===== config.mk =====
export PLATFORM = sky130hd
export DESIGN_NAME = tx_fifo_ctrl
export DESIGN_NICKNAME = d
export VERILOG_FILES = /design/src/rtl/tx_fifo_pkg.sv /design/src/rtl/tx_fifo_ctrl_rr_arb2.sv /design/src/rtl/tx_fifo_ctrl.sv
export SDC_FILE = /design/constraint.sdc
export NUM_CORES = 1
export LEC_CHECK = 0
export CAP_MARGIN = 40
export CORE_MARGIN = 3
export CORE_UTILIZATION = 33
export CTS_CLUSTER_DIAMETER = 50
export CTS_CLUSTER_SIZE = 25
export DETAILED_ROUTE_END_ITERATION = 8
export HOLD_SLACK_MARGIN = 0.12
export PLACE_DENSITY = 0.77
export SETUP_SLACK_MARGIN = 0.1
export SKIP_CTS_REPAIR_TIMING = 1
export SYNTH_ARGS = -nofsm -noshare
export SYNTH_HDL_FRONTEND = slang
export SYNTH_SLANG_ARGS = --single-unit

===== constraint.sdc =====
create_clock -name w_clk -period 2 [get_ports w_clk]
set_clock_uncertainty 0.1 [all_clocks]
set_input_delay 0.3 -clock w_clk [delete_from_list [all_inputs] [get_ports w_clk]]
set_output_delay 0.3 -clock w_clk [all_outputs]
set_load 0.02 [all_outputs]

===== src/rtl/tx_fifo_pkg.sv =====
// Shared types and helpers for the TX FIFO controller.
package tx_fifo_pkg;

  // Default almost-full distance from the top of the FIFO
  localparam int unsigned AF_OFFSET = 2;

  typedef enum logic {
    REQ0 = 1'b0,
    REQ1 = 1'b1
  } grant_t;

  // Pointer width: address bits plus one wrap bit
  function automatic int unsigned ptr_w(input int unsigned depth);
    return $clog2(depth) + 1;
  endfunction

endpackage


===== src/rtl/tx_fifo_ctrl_rr_arb2.sv =====
// Two-input round-robin arbiter; last_grant only moves when a grant is consumed.
module rr_arb2
  import tx_fifo_pkg::*;
(
  input  logic   w_clk,
  input  logic   rst,
  input  logic   valid0,
  input  logic   valid1,
  input  logic   advance,
  output grant_t grant,
  output logic   grant_vld
);

  grant_t last_grant;

  // A tie goes to whichever requester was not served last
  always_comb begin
    grant     = REQ0;
    grant_vld = valid0 | valid1;
    if (valid0 && valid1) begin
      grant = (last_grant == REQ0) ? REQ1 : REQ0;
    end else if (valid1) begin
      grant = REQ1;
    end
  end

  // Reset to REQ1 so requester 0 wins the first tie
  always_ff @(posedge w_clk or negedge rst) begin
    if (!rst) begin
      last_grant <= REQ1;
    end else if (advance) begin
      last_grant <= grant;
    end
  end

endmodule


===== src/rtl/tx_fifo_ctrl.sv =====
// TX FIFO controller: arbitrates two writers onto the memory write port, owns pointers.
// Optional almost_full output enabled by TX_FIFO_CTRL_ALMOST_FULL_EN.
module tx_fifo_ctrl
  import tx_fifo_pkg::*;
#(
  parameter int unsigned FIFO_DEPTH = 8,
  parameter int unsigned DATA_WIDTH = 8
`ifdef TX_FIFO_CTRL_ALMOST_FULL_EN
  ,
  parameter int unsigned AF_THRESHOLD = FIFO_DEPTH - AF_OFFSET
`endif
) (
  input  logic                          w_clk,
  input  logic                          rst,
  input  logic                          req0_valid,
  input  logic [DATA_WIDTH-1:0]         req0_data,
  output logic                          req0_ready,
  input  logic                          req1_valid,
  input  logic [DATA_WIDTH-1:0]         req1_data,
  output logic                          req1_ready,
  output logic                          mem_w_en,
  output logic [$clog2(FIFO_DEPTH)-1:0] mem_w_addr,
  output logic [DATA_WIDTH-1:0]         mem_w_data,
  output logic [$clog2(FIFO_DEPTH)-1:0] mem_r_addr,
  input  logic [DATA_WIDTH-1:0]         mem_r_data,
  output logic                          rd_valid,
  output logic [DATA_WIDTH-1:0]         rd_data,
  input  logic                          rd_ready,
  output logic                          full,
  output logic                          empty,
  output logic [$clog2(FIFO_DEPTH):0]   count
`ifdef TX_FIFO_CTRL_ALMOST_FULL_EN
  ,
  output logic                          almost_full
`endif
);

  localparam int unsigned AW = $clog2(FIFO_DEPTH);
  localparam int unsigned PW = ptr_w(FIFO_DEPTH);

  logic [PW-1:0] wr_ptr;
  logic [PW-1:0] rd_ptr;
  grant_t        grant;
  logic          grant_vld;
  logic          push;
  logic          pop;

  rr_arb2 u_arb (
    .w_clk     (w_clk),
    .rst       (rst),
    .valid0    (req0_valid),
    .valid1    (req1_valid),
    .advance   (push),
    .grant     (grant),
    .grant_vld (grant_vld)
  );

  // Occupancy decoded straight from the registered pointers
  assign full  = (wr_ptr[AW] != rd_ptr[AW]) && (wr_ptr[AW-1:0] == rd_ptr[AW-1:0]);
  assign empty = (wr_ptr == rd_ptr);
  assign count = wr_ptr - rd_ptr;

  // A full FIFO refuses writes even if the head is popped this cycle
  assign req0_ready = grant_vld && (grant == REQ0) && !full;
  assign req1_ready = grant_vld && (grant == REQ1) && !full;
  assign push       = (req0_valid && req0_ready) || (req1_valid && req1_ready);

  assign mem_w_en   = push;
  assign mem_w_addr = wr_ptr[AW-1:0];
  assign mem_w_data = (grant == REQ1) ? req1_data : req0_data;

  assign mem_r_addr = rd_ptr[AW-1:0];
  assign rd_data    = mem_r_data;
  assign rd_valid   = !empty;
  assign pop        = rd_valid && rd_ready;

  always_ff @(posedge w_clk or negedge rst) begin
    if (!rst) begin
      wr_ptr <= '0;
      rd_ptr <= '0;
    end else begin
      if (push) wr_ptr <= wr_ptr + PW'(1);
      if (pop)  rd_ptr <= rd_ptr + PW'(1);
    end
  end

`ifdef TX_FIFO_CTRL_ALMOST_FULL_EN
  logic [PW-1:0] count_nxt;

  // Flag reflects occupancy after this cycle's push/pop
  assign count_nxt = count + PW'(push) - PW'(pop);

  always_ff @(posedge w_clk or negedge rst) begin
    if (!rst) begin
      almost_full <= 1'b0;
    end else begin
      almost_full <= (count_nxt >= PW'(AF_THRESHOLD));
    end
  end
`endif

endmodule


# After elaboration in Yosys (flattened, before gate mapping)
# Cells that the tools add are included.
[classes] bitwise_logic=2 n_reduce_logical=12 mux=4 n_eq_ne=3 add_sub_neg=3
[ops] op="$logic_and 1x1->1" count=9
[ops] op="$add 4x1->4 const B" count=2
[ops] op="$mux 8" count=1
[ops] op="$eq 4x4->1" count=1
[ops] op="$sub 4x4->4" count=1
[ops] op="$eq 3x3->1" count=1
[ops] op="$mux 1" count=3
[ops] op="$logic_not 1->1" count=2
[ops] op="$logic_or 1x1->1" count=1
[ops] op="$ne 1x1->1" count=1
[ops] op="$not 1->1" count=1
[ops] op="$or 1x1->1" count=1
[word_totals] inputBits=29 elab_cells=27 out_inout_bits=32 regBits=9

# Depth between registers and ports, before layout
# Gate-level depths: netlist (run 1).
[depth] ltp_word=7 mapped_depth=6 mapped_depth_nobuf=6

# Cells and area by module
# A second synthesis (run 1) with hierarchy kept.
[unflattened] hier_cells=79 hier_area_um2=797.0
[by_module_without_submodules] mod="tx_fifo_ctrl" n_inst=1 cells_each=75 seq_area_each_um2=200.2 area_each_um2=738.2
[by_module_without_submodules] mod="rr_arb2" n_inst=1 cells_each=4 seq_area_each_um2=26.3 area_each_um2=58.8

# Worst setup path after synthesis (run 1)
# Ideal clock, no wire load.
[synth_timing] path_kind="reg-to-output" start="register rd_ptr[1]" end="output req0_ready" setup_slack_ps=-114 arrival_time_ps=1714 required_ps=1600 stages_incl_launch_ff=7 path_buffers=0 cell_sequence="dfrtp_1 inv_1 ha_1 nand3_1 nand2b_1 inv_1 nor3_1"
[synth_between] elab_chain_cells=4
[synth_lines] element="start: declaration" line_no="tx_fifo_ctrl.sv:42" rtl="logic [PW-1:0] rd_ptr;"
[synth_lines] element="start signal: assignment" line_no="tx_fifo_ctrl.sv:83" rtl="if (pop) rd_ptr <= rd_ptr + PW'(1);"
[synth_lines] element="$eq 3x3->1" line_no="tx_fifo_ctrl.sv:59" rtl="assign full = (wr_ptr[AW] != rd_ptr[AW]) && (wr_ptr[AW-1:0] == rd_ptr[AW-1:0]);"
[synth_lines] element="$logic_and 1x1->1" line_no="tx_fifo_ctrl.sv:59"
[synth_lines] element="via full" line_no="tx_fifo_ctrl.sv:29" rtl="output logic full,"
[synth_lines] element="$logic_not 1->1" line_no="tx_fifo_ctrl.sv:64" rtl="assign req0_ready = grant_vld && (grant == REQ0) && !full;"
[synth_lines] element="$logic_and 1x1->1" line_no="tx_fifo_ctrl.sv:64"
[synth_lines] element="end: declaration" line_no="tx_fifo_ctrl.sv:17" rtl="output logic req0_ready,"
# The timed path passes the listed nets, and every way through them passes these cells.

# Worst setup path in the final report (run 1)
[layout_timing] start="register wr_ptr[1]" end="output empty"
[layout_between] elab_chain_cells=1
[layout_lines] element="start: declaration" line_no="tx_fifo_ctrl.sv:41" rtl="logic [PW-1:0] wr_ptr;"
[layout_lines] element="start signal: assignment" line_no="tx_fifo_ctrl.sv:82" rtl="if (push) wr_ptr <= wr_ptr + PW'(1);"
[layout_lines] element="$eq 4x4->1" line_no="tx_fifo_ctrl.sv:60" rtl="assign empty = (wr_ptr == rd_ptr);"
[layout_lines] element="end: declaration" line_no="tx_fifo_ctrl.sv:30" rtl="output logic empty,"
# Every way passes these cells.

==> impl_metrics.py, run 1 <==
metrics = {
    "outcome": {
        "status": "finished with violations",
        "failed_checks": "negative setup slack",
    },
    "pwr": {
        "share_clk_of_total_power_pct": 4.9,
        "total_switching_power_mw": 1.281,
        "internal_power_mw": 1.632,
        "cellLeakagePower_nw": 0.6680,
        "seq_power_share_pct": 13.3,
        "power.share.combinational_pct": 81.9,
        "netSwitchingFraction_pct": 43.97,
        "power_density_nw_per_um2": 2063,
        "max-vdd-ir-drop_uv": 1342,
    },
    "global_routing": {
        "global_route_wire_length_before_repair_um": 3263,
        "grt_antenna_before_repair": 0,
        "grt_pass1_vias": 787,
        "grt-ovfl-total": 0,
        "grt_use_total_pct": 15.79,
        "grt_start_max_net_pins": 10,
    },
    "timing": {
        "fmaxAchievable_mhz": 496.1,
        "max_slew_margin_pct": 72.59,
        "hold_violations": 0,
        "final-max-slew-violation-count": 0,
        "worst-slew-pin-transition_ns": 0.4098,
        "setup-violations-final": 1,
        "unrepaired_setup_endpoints_after_global_routing": "yes",
        "period_share_pct": 100.8,
        "setup_slack_ns": -0.01562,
        "min_tclk_post_route_ns": 2.016,
    },
    "clocking": {
        "ctsRootBufferMaster": "clkbuf_4",
        "cts-root-to-sink-buffers": 2,
        "h-tree-depth": 1,
        "clk_pin_slew_worst_paths_ns": 0.06,
        "cts.sink_count": 9,
        "insertion_delay_ns": 0.26,
        "numCtsBuffers": 3,
        "tritoncts": "done",
    },
    "final_layout": {
        "final_layout_size_suffix_gt1_share_pct": 56.06,
        "antennaDiodeCount": 0,
        "finish.cell_count_without_fillers": 159,
        "finish.net_count": 168,
        "areaGrowthSynthToFinish_pct": 82.98,
    },
    "hold_path": {
        "holdCritPathClass": "in -> async",
    },
    "place": {
        "dp.cells": 153,
        "last_weighted_congestion_value_of_the_routability_driven_placer": 0.7470,
        "placement.io_buffers": 44,
        "detailed_place_hpwl_um": 1767,
        "preCtsSetupSlack_ns": -0.3937,
    },
    "worst_setup_path": {
        "critical-path-max-stage-delay_ns": 0.44,
        "beginning_of_the_worst_register_to_register_path": "wr_ptr[1]$_DFFE_PN0P_",
        "cp_slowest_cell": "dfrtp_1",
        "critical_path_cell_by_cell": "ha_4, nand3_4, buf_6, or2_4, inv_2, buf_6",
        "crit_path_frequent_cell": "buf_6",
        "timing.critical_path.to_type": "output pin",
        "crit_path_max_fanout": 3,
        "critical_path_buf_inv_count": 3,
        "critical_path.reg2reg.endpoint": "rd_ptr[1]$_DFFE_PN0P_",
        "worst-endpoint-arrival_ns": 1.62,
        "worst_r2r_path_depth": 6,
        "critPathRequiredTime_ns": 1.60,
        "crit_family": "flip-flops",
        "regToRegSetupSlack_ns": 0.20,
        "path_class": "reg -> out",
        "cp-start-kind": "register",
    },
    "yosys": {
        "post_synth_num_cell_types": 25,
        "postSynthCellCount": 76,
        "sequential_to_total_area_share_from_yosys_stat_pct": 29.34,
        "synth.avg_cell_area_um2": 10.16,
        "number_of_nets_in_the_synthesized_netlist": 111,
        "syn-cell-area_um2": 772.0,
        "synth.ff_latch_count": 9,
        "synth_area_leader_cell": "dfrtp_1",
        "yosys_warnings": 0,
        "synth.top_cell.area_share_pct": 25.93,
        "netlist_top_cells_area": "dfrtp_1, buf_4, mux2_2, ha_1, xnor2_1",
    },
    "run": {
        "timing.max_cap.violations": 0,
    },
    "floorplanning": {
        "io-pin-count": 61,
        "start_util_pct": 37.08,
        "rows": 16,
        "die_width_um": 54.37,
        "die_h_um": 54.37,
        "die_area_um2": 2956,
        "placeableCoreArea_um2": 2082,
    },
    "detailed_routing": {
        "drc": 0,
        "wl_per_cell_um": 13.16,
        "wl_um": 2093,
        "detail_routed_via_count_per_cell": 4.579,
        "drt_pass1_iterations": 3,
        "dr.first_iter.drc_count": 2,
        "detail-route-antenna-nets": 0,
        "routed_vias": 728,
    },
}
## worst max path at each step
stage | from | to | slack (ns) | depth (start not counted)
finish | wr_ptr[1]$_DFFE_PN0P_ | empty | -0.02 | 6
global route | wr_ptr[1]$_DFFE_PN0P_ | empty | -0.07 | 6
CTS | wr_ptr[1]$_DFFE_PN0P_ | empty | -0.66 | 6
detailed placement | req1_valid | mem_w_data[3] | -0.39 | 5
global placement | req1_valid | mem_w_data[5] | -0.36 | 5
floorplan | rd_ptr[1]$_DFFE_PN0P_ | req0_ready | 0.10 | 6
## placed cells by master (no fill, tap or decap), types with 3 or more instances in the layout
cell type,instances
clkdlybuf4s50_1,24
buf_4,23
mux2_2,9
buf_6,8
clkbuf_2,8
dfrtp_1,8
inv_2,5
xnor2_1,5
inv_1,3
ha_4,3
clkbuf_4,3
dlymetal6s2s_1,3
## cell usage after synthesis
| cell | count |
|---|---|
| a21boi_2 | 1 |
| nand2_1 | 2 |
| a21o_1 | 1 |
| and2_1 | 1 |
| nor2_1 | 2 |
| nand3_1 | 3 |
| dfstp_2 | 1 |
| xor2_1 | 2 |
| ha_1 | 5 |
| fa_1 | 1 |
| o21ai_2 | 1 |
| dfrtp_1 | 8 |
| a21oi_1 | 2 |
| inv_1 | 9 |
| nand4_1 | 1 |
| or2_2 | 1 |
| o21ai_0 | 1 |
| mux2_2 | 9 |
| a31oi_1 | 1 |
| xor2_2 | 1 |
| a41oi_4 | 1 |
| nand2b_1 | 1 |
| buf_4 | 14 |
| nor3_1 | 1 |
| xnor2_1 | 6 |
## flip-flops by register name, summed over array words and instances (netlist names)
signal            count
wr_ptr                4
rd_ptr                4
u_arb.last_grant      1
## final cells by class
type,count,area (um2)
inverters,9,36.28
repair buffers,66,580.6
multi-input cells,44,509.2
well taps,27,33.78
fillers,163,669.4
flip-flops and latches,9,226.5
clock buffers,4,26.28
## power by group through the flow
stage	sequential, mW	clock (mW)	combinational (mW)
after floorplan	0.389	0	1.16
after global placement	0.359	0	2.04
after detailed placement	0.364	0	2.10
after CTS	0.362	0.151	2.10
after global routing	0.395	0.156	2.57
final	0.386	0.142	2.39
## routing by layer
metal,global-route usage [%],part of all wire (%)
met2,27.09,49
met3,6.540,14
met1,16.09,35
met4,8.714,1.8
met5,0,0
## per-stage QoR
stage	setup TNS (ns)	area [um2]	util (%)	hold slack [ns]	power (mW)
2_1_floorplan	0	790.8	-	-0.09559	1.544
3_3_place_gp	-4.883	1310	62.92	0.4193	2.397
3_5_place_dp	-5.268	1310	62.92	0.4255	2.459
4_1_cts	-7.980	1336	64.18	0.2512	2.616
5_1_grt	-0.2555	1413	67.85	0.2735	3.126
6_report	-0.01562	1413	67.85	0.2323	2.914
## cell families (layout without fill, tap and decap cells)
kind of cell | after synthesis | in the layout | synth area share, %
and+or+nand+nor | 12 | 12 | 7.781
adders and majority gates | 6 | 6 | 10.70
xor gates and xnor gates | 9 | 9 | 11.18
AOI/OAI and AO/OA | 8 | 8 | 9.887
muxes | 9 | 9 | 13.13
buffers and inverters | 23 | 79 | 17.99
DFF | 9 | 9 | 29.34
Note: power is estimated with default switching activity, not from simulation.
==> inputs of run 2 (changes only) <==
--- a/config.mk
+++ b/config.mk
@@ -9,7 +9,7 @@
 export CORE_MARGIN = 3
 export CORE_UTILIZATION = 33
 export CTS_CLUSTER_DIAMETER = 50
-export CTS_CLUSTER_SIZE = 25
+export CTS_CLUSTER_SIZE = 20
 export DETAILED_ROUTE_END_ITERATION = 8
 export HOLD_SLACK_MARGIN = 0.12
 export PLACE_DENSITY = 0.77
==> results of run 2 <==
Same layout as run 1: the final DEF is identical, and so are final timing and power.
==> inputs of run 3 (changes only) <==
--- a/config.mk
+++ b/config.mk
@@ -5,14 +5,15 @@
 export SDC_FILE = /design/constraint.sdc
 export NUM_CORES = 1
 export LEC_CHECK = 0
+export ABC_AREA = 1
 export CAP_MARGIN = 40
 export CORE_MARGIN = 3
-export CORE_UTILIZATION = 33
+export CORE_UTILIZATION = 35
 export CTS_CLUSTER_DIAMETER = 50
 export CTS_CLUSTER_SIZE = 20
 export DETAILED_ROUTE_END_ITERATION = 8
 export HOLD_SLACK_MARGIN = 0.12
-export PLACE_DENSITY = 0.77
+export PLACE_DENSITY = 0.78
 export SETUP_SLACK_MARGIN = 0.1
 export SKIP_CTS_REPAIR_TIMING = 1
 export SYNTH_ARGS = -nofsm -noshare
==> run 3 against run 2 <==
Against the previous run: the run now ends clean; largest power group unchanged; sequential power decreased by 9.6%; non-clock buffer count fell by 8; critical endpoint is now count[2]; synthesized cell count is 66% higher.
==> impl_metrics.py, run 3 <==
metrics = {
    "worst_setup_path": {
        "cp_slowest_cell": "dfrtp_1",
        "crit_path_max_fanout": 2,
        "worst-endpoint-arrival_ns": 1.53,
        "critical_path.reg2reg.endpoint": "rd_ptr[3]$_DFFE_PN0P_",
        "startpoint": "rd_ptr[0]$_DFFE_PN0P_",
        "cp-start-kind": "register",
        "worst_r2r_path_depth": 9,
        "critPathRequiredTime_ns": 1.60,
        "timing.critical_path.to_type": "output pin",
        "critical-path-max-stage-delay_ns": 0.41,
        "critical_path_cell_by_cell": "ha_4, fa_1, xnor2_1, buf_2",
        "path_class": "reg -> out",
        "regToRegSetupSlack_ns": 0.47,
        "beginning_of_the_worst_register_to_register_path": "wr_ptr[1]$_DFFE_PN0P_",
    },
    "timing": {
        "fmaxAchievable_mhz": 518.4,
        "min_tclk_post_route_ns": 1.929,
        "worst-slew-pin-transition_ns": 0.4408,
        "hold_violations": 0,
        "period_share_pct": 96.45,
        "setup_slack_ns": 0.07106,
        "final-max-slew-violation-count": 0,
        "fin_worst_hold_slack_ns": 0.2302,
        "unrepaired_setup_endpoints_after_global_routing": "yes",
        "max_slew_margin_pct": 70.52,
        "setup-violations-final": 0,
    },
    "global_routing": {
        "grt_pass1_vias": 923,
        "grt_antenna_before_repair": 0,
        "grt_start_max_net_pins": 11,
        "grt-ovfl-total": 0,
        "grt_use_total_pct": 14.67,
        "global_route_wire_length_before_repair_um": 3636,
    },
    "place": {
        "area_after_detailed_placement_um2": 1341,
        "placement.io_buffers": 44,
        "dp.cells": 198,
        "detailed_place_hpwl_um": 1934,
        "preCtsSetupSlack_ns": -0.2371,
        "last_weighted_congestion_value_of_the_routability_driven_placer": 0.8302,
    },
    "final_layout": {
        "final_layout_size_suffix_gt1_share_pct": 28.74,
        "antennaDiodeCount": 0,
        "finish.net_count": 210,
        "layout.core_utilization_pct": 63.17,
        "highest_count_cells_in_the_layout_ignoring_fill_and_taps": "nand2_1, clkdlybuf4s50_1, buf_4",
        "areaGrowthSynthToFinish_pct": 66.04,
        "final_cell_area_um2": 1438,
        "layout.cells.most_common": "nand2_1",
        "largestRegisters": "rd_ptr (4), wr_ptr (4), u_arb.last_grant (1)",
        "finish.cell_count_without_fillers": 202,
        "fillCellCount": 192,
    },
    "clocking": {
        "h-tree-depth": 1,
        "cts.sink_count": 9,
        "ctsRootBufferMaster": "clkbuf_4",
        "insertion_delay_ns": 0.28,
        "cts-root-to-sink-buffers": 2,
        "numCtsBuffers": 3,
        "clk_pin_slew_worst_paths_ns": 0.07,
        "tritoncts": "done",
    },
    "yosys": {
        "post_synth_num_cell_types": 18,
        "syn-cell-area_um2": 865.8,
        "synth.avg_cell_area_um2": 6.872,
        "synth_async_reset_ratio_pct": 100.0,
        "ys.flop_type": "dfrtp_1",
        "synth_common_cells": "nand2_1, buf_4, inv_1",
        "synth_area_leader_cell": "nand2_1",
        "synth.top_cell.area_share_pct": 23.41,
        "postSynthCellCount": 126,
        "netlist_top_cells_area": "nand2_1, dfrtp_1, buf_4, ha_1, nand3_1",
        "sequential_to_total_area_share_from_yosys_stat_pct": 26.16,
        "yosys_warnings": 0,
        "number_of_nets_in_the_synthesized_netlist": 161,
        "post_synth_edffs": 0,
        "synth_most_common_cell": "nand2_1",
        "synth.ff_latch_count": 9,
    },
    "detailed_routing": {
        "routed_vias": 934,
        "wl_um": 2382,
        "dr.first_iter.drc_count": 18,
        "drc": 0,
        "drt_pass1_iterations": 4,
        "detail_routed_via_count_per_cell": 4.624,
        "detail-route-antenna-nets": 0,
        "wl_per_cell_um": 11.79,
    },
    "outcome": {
        "status": "finished clean",
    },
    "floorplanning": {
        "die_h_um": 55.74,
        "start_util_pct": 38.04,
        "io-pin-count": 61,
        "placeableCoreArea_um2": 2276,
        "die_width_um": 55.74,
        "rows": 17,
        "die_area_um2": 3106,
    },
    "run": {
        "timing.max_cap.violations": 0,
    },
    "hold_path": {
        "holdCritPathClass": "in -> async",
    },
    "pwr": {
        "max-vdd-ir-drop_uv": 1111,
        "power_density_nw_per_um2": 1753,
        "cellLeakagePower_nw": 0.8324,
    },
}
==> run 3: worst max-delay path by stage <==
stage,to,slack (ns),depth (start not counted)
after floorplan,count[2],0.16,4
after global placement,mem_w_data[0],-0.21,6
after detailed placement,mem_w_data[5],-0.24,7
after CTS,req0_ready,-0.47,7
after global routing,req0_ready,0.01,7
final,count[2],0.07,4
==> run 3: power by group <==
part,total [mW],switching (mW),internal [mW]
clock,0.150,0.0727,0.0773
combinational,2.02,1.06,0.962
sequential,0.349,0.0745,0.274
==> run 3: logic make-up after synthesis <==
family                     after synthesis  synth area share (%)
adders and majority gates                6                 9.538
AOI/OAI and AO/OA                        1                0.5775
DFF                                      9                 26.16
and+or+nand+nor                         76                 40.46
buffers and inverters                   30                 19.22
xor gates and xnor gates                 4                 4.047
==> run 3: critical path: cells and delay by family, from the launching register on <==
family / cells / cell delay [ns]
xor gates and xnor gates: 1 / 0.13
adders and majority gates: 2 / 0.54
buffers and inverters: 1 / 0.17
DFF: 1 / 0.41
==> run 3: layout make-up <==
type | instances | area [um2] | area share [%]
repair buffers | 58 | 555.5 | 38.64
inverters | 16 | 65.06 | 4.526
well taps | 28 | 35.03 | 2.437
multi-input cells | 87 | 529.3 | 36.81
clock buffers | 4 | 26.28 | 1.828
flip-flops and latches | 9 | 226.5 | 15.75
==> run 3: stage by stage <==
stage | TNS [ns] | total power, mW
2_1_floorplan | 0 | 1.444
3_3_place_gp | -2.590 | 2.145
3_5_place_dp | -3.041 | 2.214
4_1_cts | -5.711 | 2.367
5_1_grt | 0 | 2.711
6_report | 0 | 2.520
==> run 3: layer usage <==
layer  vias up  routed length [um]  GRT usage (%)  share of wire [%]
met5         -                   0              0                  0
met4         0                  39          7.292                1.6
met3         7                 223          3.944                9.4
met2        49                1234          27.70                 52
met1       405                 885          14.47                 37
li1        473                   -              -                  -
